--- src/rtl/synth_pkg.sv ---
// Shared constants and types for the note synthesis chain.
// Phase arithmetic is in centi-Hz against a 100*SAMPLE_HZ modulus.
package synth_pkg;

    localparam int unsigned SAMPLE_HZ_DEF = 48000;
    localparam int unsigned MOD           = 100 * SAMPLE_HZ_DEF;
    localparam int unsigned PHASE_W       = $clog2(MOD);
    localparam int unsigned FREQ_W_DEF    = 21;

    typedef logic [FREQ_W_DEF-1:0] freq_t;

    typedef enum logic [1:0] {
        IDLE  = 2'd0,
        RUN   = 2'd1,
        DRAIN = 2'd2
    } osc_state_e;

    function automatic int unsigned phase_width(input int unsigned sample_hz);
        return $clog2(100 * sample_hz);
    endfunction

endpackage

--- src/rtl/note_oscillator_if.sv ---
// Control/sample bundle between the oscillator and its driver and codec.
// Builds with VOLUME_EN carry an extra 4-bit volume control.
interface note_oscillator_if #(
    parameter int unsigned FREQ_W   = 21,
    parameter int unsigned SAMPLE_W = 24
);

    logic                       gate;
    logic [FREQ_W-1:0]          frequency;
    logic                       sample_req;
`ifdef VOLUME_EN
    logic [3:0]                 volume;
`endif
    logic signed [SAMPLE_W-1:0] sample;
    logic                       sample_valid;
    logic                       active;

`ifdef VOLUME_EN
    modport master (
        output gate, frequency, sample_req, volume,
        input  sample, sample_valid, active
    );
    modport slave (
        input  gate, frequency, sample_req, volume,
        output sample, sample_valid, active
    );
`else
    modport master (
        output gate, frequency, sample_req,
        input  sample, sample_valid, active
    );
    modport slave (
        input  gate, frequency, sample_req,
        output sample, sample_valid, active
    );
`endif

endinterface

--- src/rtl/phase_accum.sv ---
// Exact modulo phase accumulator: phase steps by incr, wrapping at MOD_P.
// wrap_o is combinational for the current phase+incr; half_o marks phase >= MOD_P/2.
module phase_accum
    import synth_pkg::*;
#(
    parameter int unsigned MOD_P = MOD,
    parameter int unsigned PW    = PHASE_W,
    parameter int unsigned INC_W = $bits(freq_t)
) (
    input  logic             clk,
    input  logic             reset,
    input  logic             step_i,
    input  logic             clear_i,
    input  logic [INC_W-1:0] incr_i,
    output logic             wrap_o,
    output logic             half_o
);

    localparam logic [PW:0]   MOD_V  = MOD_P[PW:0];
    localparam logic [PW-1:0] HALF_V = MOD_V[PW:1];

    logic [PW-1:0] phase_q;
    logic [PW-1:0] phase_d;
    logic [PW:0]   sum;
    logic [PW:0]   sum_red;

    // One guard bit keeps phase+incr exact before the modulo subtract.
    always_comb begin
        sum     = {1'b0, phase_q} + {{(PW + 1 - INC_W){1'b0}}, incr_i};
        sum_red = sum - MOD_V;
        wrap_o  = (sum >= MOD_V);
        phase_d = phase_q;
        if (clear_i) begin
            phase_d = '0;
        end else if (step_i) begin
            phase_d = wrap_o ? sum_red[PW-1:0] : sum[PW-1:0];
        end
    end

    assign half_o = (phase_q >= HALF_V);

    always_ff @(posedge clk) begin
        if (!reset) begin
            phase_q <= '0;
        end else begin
            phase_q <= phase_d;
        end
    end

endmodule

--- src/rtl/note_oscillator.sv ---
// Gated square-wave oscillator; retune/volume/note-off land on period wraps.
// Optional VOLUME_EN adds a 4-bit volume latched with the frequency.
module note_oscillator
    import synth_pkg::*;
#(
    parameter int unsigned SAMPLE_HZ = SAMPLE_HZ_DEF,
    parameter int unsigned FREQ_W    = $bits(freq_t),
    parameter int unsigned SAMPLE_W  = 24,
    parameter int unsigned AMPLITUDE = 1048576
) (
    input  logic             clk,
    input  logic             reset,
    note_oscillator_if.slave bus
);

    localparam int unsigned MOD_L = 100 * SAMPLE_HZ;
    localparam int unsigned PW    = phase_width(SAMPLE_HZ);
    localparam logic signed [SAMPLE_W-1:0] AMP_V =
        $signed(AMPLITUDE[SAMPLE_W-1:0]);

    osc_state_e                 state_q;
    osc_state_e                 state_d;
    logic [FREQ_W-1:0]          freq_q;
    logic [FREQ_W-1:0]          freq_d;
    logic signed [SAMPLE_W-1:0] sample_q;
    logic signed [SAMPLE_W-1:0] sample_d;
    logic                       valid_q;
    logic                       valid_d;
    logic signed [SAMPLE_W-1:0] mag;

    logic step;
    logic clear;
    logic latch;
    logic wrap;
    logic wrapped;
    logic half;
    logic stalled;

    phase_accum #(
        .MOD_P (MOD_L),
        .PW    (PW),
        .INC_W (FREQ_W)
    ) u_acc (
        .clk     (clk),
        .reset   (reset),
        .step_i  (step),
        .clear_i (clear),
        .incr_i  (freq_q),
        .wrap_o  (wrap),
        .half_o  (half)
    );

    assign stalled = (freq_q == '0);
    assign wrapped = bus.sample_req & wrap;

`ifdef VOLUME_EN
    logic [3:0] vol_q;
    logic [3:0] vol_d;

    assign vol_d = latch ? bus.volume : vol_q;
    assign mag   = (vol_q == 4'd0) ? '0 : (AMP_V >>> (4'd15 - vol_q));

    always_ff @(posedge clk) begin
        if (!reset) begin
            vol_q <= '0;
        end else begin
            vol_q <= vol_d;
        end
    end
`else
    assign mag = AMP_V;
`endif

    always_comb begin
        state_d  = state_q;
        sample_d = sample_q;
        valid_d  = 1'b0;
        step     = 1'b0;
        clear    = 1'b0;
        latch    = 1'b0;
        unique case (state_q)
            IDLE: begin
                if (bus.sample_req) begin
                    sample_d = '0;
                    valid_d  = 1'b1;
                end
                if (bus.gate) begin
                    state_d = RUN;
                    clear   = 1'b1;
                    latch   = 1'b1;
                end
            end
            RUN, DRAIN: begin
                if (bus.sample_req) begin
                    step     = 1'b1;
                    valid_d  = 1'b1;
                    sample_d = stalled ? '0 : (half ? -mag : mag);
                    // A stalled (zero-step) note keeps re-sampling its frequency.
                    latch    = wrap | stalled;
                end
                if (state_q == RUN) begin
                    if (!bus.gate) begin
                        state_d = wrapped ? IDLE : DRAIN;
                    end
                end else if (bus.gate) begin
                    state_d = RUN;
                end else if (wrapped) begin
                    state_d = IDLE;
                end
            end
            default: state_d = IDLE;
        endcase
    end

    assign freq_d = latch ? bus.frequency : freq_q;

    always_ff @(posedge clk) begin
        if (!reset) begin
            state_q  <= IDLE;
            freq_q   <= '0;
            sample_q <= '0;
            valid_q  <= 1'b0;
        end else begin
            state_q  <= state_d;
            freq_q   <= freq_d;
            sample_q <= sample_d;
            valid_q  <= valid_d;
        end
    end

    assign bus.sample       = sample_q;
    assign bus.sample_valid = valid_q;
    assign bus.active       = (state_q != IDLE);

endmodule

--- src/flat_wrapper.sv ---
// flat-port wrapper written by rule: the top's interface ports become plain ports
module note_oscillator_flat import synth_pkg::*;
#(
    parameter int unsigned SAMPLE_HZ = SAMPLE_HZ_DEF,
    parameter int unsigned FREQ_W    = $bits(freq_t),
    parameter int unsigned SAMPLE_W  = 24,
    parameter int unsigned AMPLITUDE = 1048576
)
  (clk, reset, bus_gate, bus_frequency, bus_sample_req, bus_sample, bus_sample_valid, bus_active);
  note_oscillator_if #(.FREQ_W(FREQ_W), .SAMPLE_W(SAMPLE_W)) bus_i ();
  input  logic clk;
  input  logic reset;
  input wire logic [$bits(bus_i.gate)-1:0] bus_gate;
  input wire logic [$bits(bus_i.frequency)-1:0] bus_frequency;
  input wire logic [$bits(bus_i.sample_req)-1:0] bus_sample_req;
  output wire logic [$bits(bus_i.sample)-1:0] bus_sample;
  output wire logic [$bits(bus_i.sample_valid)-1:0] bus_sample_valid;
  output wire logic [$bits(bus_i.active)-1:0] bus_active;
  assign bus_i.gate = bus_gate;
  assign bus_i.frequency = bus_frequency;
  assign bus_i.sample_req = bus_sample_req;
  assign bus_sample = bus_i.sample;
  assign bus_sample_valid = bus_i.sample_valid;
  assign bus_active = bus_i.active;
  note_oscillator #(.SAMPLE_HZ(SAMPLE_HZ), .FREQ_W(FREQ_W), .SAMPLE_W(SAMPLE_W), .AMPLITUDE(AMPLITUDE)) u_core (.clk(clk), .reset(reset), .bus(bus_i));
endmodule
--- config.mk ---
export PLATFORM = sky130hd
export DESIGN_NAME = note_oscillator_flat
export DESIGN_NICKNAME = d
export VERILOG_FILES = /design/src/rtl/synth_pkg.sv /design/src/rtl/note_oscillator_if.sv /design/src/rtl/phase_accum.sv /design/src/rtl/note_oscillator.sv /design/src/flat_wrapper.sv
export SDC_FILE = /design/constraint.sdc
export NUM_CORES = 1
export LEC_CHECK = 0
export CORE_MARGIN = 2
export CORE_UTILIZATION = 56
export DETAILED_ROUTE_END_ITERATION = 8
export PLACE_DENSITY = 0.81
export SLEW_MARGIN = 20
export SYNTH_ARGS = -nofsm -noshare
export SYNTH_HDL_FRONTEND = slang
export SYNTH_HIERARCHICAL = 1
export SYNTH_SLANG_ARGS = --single-unit
--- constraint.sdc ---
create_clock -name clk -period 5.6 [get_ports clk]
set_input_delay 0.56 -clock clk [delete_from_list [all_inputs] [get_ports clk]]
set_output_delay 0.56 -clock clk [all_outputs]
set_load 0.1 [all_outputs]
==> impl_results.md <==
- Status: completed
- DIE AREA: 0.00777 mm²
- Layout cell share with drive strength beyond 1: 5.64%
- Die Ht: 88.1 µm
- Global route overflow: 0
- Area occupied by multi-input gates: 0.00273 mm²
- Arrival time worst endpoint: 5.13 ns
- CTS H-tree lvls: 2
- Final WL: 9450 µm
- Dpl hpwl: 7290 µm
- Overall Global Routing Usage: 26.2%
- Final Cycle Share: 87.5%
- Final Setup Violations: 0
- Synth top area cells: dfxtp_1 (25%), ha_1 (8.2%), mux2i_1 (7.3%)
- Slew @ Worst Pin: 0.997 ns
- Max IR drop VDD: 0.118 mV
- Pwr Total: 0.000938 W
- Seq cells post-synth: 49
- Max FO, Critical Path: 17
- Drt drc: 0
- Die W: 88.1 µm
- Initial antenna violation count: 0
- Setup TNS: 0 ns
- Row cnt: 30
- Number of global-route vias before repair: 3552
- Setup Fix Bufs, Post-CTS: 0
- Netlist cell types: 75
- Initial DRC count: 262
- Setup crit start kind: flip-flop
- ANT nets after route: 0
- Final hold vios: 0
- Ys Warns: 6
- RePlAce Congestion: 0.940
- Root buf cell: clkbuf_8
- Worst Path Required: 5.83 ns
- Hold Path Class: reg -> reg
- # IOs: 51
- Starting density of the core: 58.0%
- FF+latch area: 981 µm²
- Max-Cap Viols: 0
- Slew Limit Fails: 0
- # diodes: 0
- Hold Buf Count CTS: 0
- Clock latency on the worst-skew pair: 0.30 ns
- Max-Slew Margin vs Limit: 33.3%
- Async SR Flop Fraction: 0%
- Avg Synthesized Cell Area: 7.98 µm²
- Share of the yosys chip area belonging to registers: 24.7%
- Vias/cell: 5.95
- Layout fillers: 591
- Synth top area share: 24.7%
- Largest net degree at the start of global routing: 51
- Final critical-path required period: 4.90 ns
- CP endpoint kind: flip-flop
- IO Port Bufs: 30
- Post-CTS Resized: 0
- Most common cell in the netlist: nand2_1
- Area Overhead vs Synth: 9.22%
- Worst-case clock buffer depth: 2
- Cells after Synth: 497
- Area leader, netlist: dfxtp_1
- CTS tree: done
- Detailed-route via count: 3628
- Core Region: 0.00683 mm²
- Fmax: 204 MHz
- Clock slew seen by the registers of the worst setup and hold paths: 0.10 ns
- TritonRoute pass-1 iters: 5
- Leak Pwr: 1.80 nW
- RSZ-0062 raised after global routing: false
- Most frequent cells after synthesis: nand2_1 (72), dfxtp_1 (49), nor2_1 (38)
- Nets: 565
- DR WL/cell: 15.5 µm
- Skew final: 0.00687 ns
- Clock sink total: 49
- First-pass GRT wire length: 16300 µm
- Crit path kind: reg -> reg
- Clock buffers created by TritonCTS: 5
- Synthesized area: 0.00396 mm²
- PD cells: 217 mW/mm²
- Top FF cell, synth: dfxtp_1
- EDFF count, synth: 0
[registers in the layout (all words and copies together), names as in the netlist]
| register | count |
|---|---|
| u_core/bus.sample | 2 |
| u_core/bus.sample_valid | 1 |
| u_core/freq_q | 21 |
| u_core/state_q | 2 |
| u_core/u_acc/phase_q | 23 |
[stage by stage]
step | instance area (µm²) | worst slack [ns] | hold slack, ns | utilization [%] | instances
3_5_place_dp | 4220 | 0.716 | 0.461 | 61.7 | 602
3_3_place_gp | 4220 | 0.900 | 0.456 | 61.7 | 602
6_report | 4330 | 0.702 | 0.486 | 63.4 | 610
2_1_floorplan | 4040 | 1.66 | 0.455 | - | 516
4_1_cts | 4330 | 0.679 | 0.485 | 63.4 | 610
5_1_grt | 4330 | 0.277 | 0.505 | 63.4 | 610
[final timing paths]
kind	from	endpoint	slack (ns)	cells after the start
max	u_core/freq_q[0]	u_core/freq_q[7]	0.70	15
min reg2reg	u_core/bus.sample[20]	u_core/bus.sample[20]	0.49	2
min	u_core/bus.sample[20]	u_core/bus.sample[20]	0.49	2
max reg2reg	u_core/freq_q[0]	u_core/freq_q[7]	0.70	15
[layout by cell type (no fill, tap or decap), drive strengths merged, types with 13 or more instances in the layout]
cell and n:
a21oi 24, o21ai 27, mux2i 29, dfxtp 49, nand2 73, xnor2 14, a31oi 13, conb 20
inv 13, nor2 38, ha 26, nand3 16, clkdlybuf4s50 30
[final cells by class]
cell class / instances / share of cell area, %
clock buffer: 6 / 1.68
clock inverter: 2 / 0.896
inverter: 13 / 1.13
multi-input combinational: 409 / 63.1
sequential: 49 / 22.7
tap: 96 / 2.77
timing repair buffer: 35 / 7.80
[cells by family after synthesis]
kind of cell             share of synthesized area, %
adder cells (fa/ha/maj)                          8.71
AND/OR/NAND/NOR                                  23.2
AO/OA/AOI/OAI                                    23.3
multiplexers                                     7.61
XOR/XNOR                                         4.20
buffers and inverters                            8.18
other                                          0.0946
flip-flops                                       24.7
[critical path, stage by stage (launching register included)]
cell      delay [ns]
dfxtp_1         0.33
ha_1            0.23
fa_1            0.41
a21o_1          0.22
a22o_1          0.23
o311ai_2        0.44
o21ai_0         0.21
xor2_1          0.19
or2_1           0.26
a21o_1          0.25
nor4b_4         0.70
nor2_1          0.26
a21oi_1         0.18
o32a_1          0.32
buf_4           0.34
mux2i_1         0.24
[report_power, final]
part	switching [W]	internal, W
registers	0.0000190	0.000367
logic	0.000202	0.0000924
clock network	0.000123	0.000134
total	0.000344	0.000594
[layer usage]
layer | GRT usage (%) | up-vias | wire length (µm)
met1 | 32.8 | 1694 | 4210
met5 | 0 | - | 0
met3 | 3.86 | 22 | 395
li1 | - | 1805 | -
met4 | 8.40 | 0 | 265
met2 | 46.1 | 107 | 4580
No activity file was read; power rests on OpenSTA's default activity.
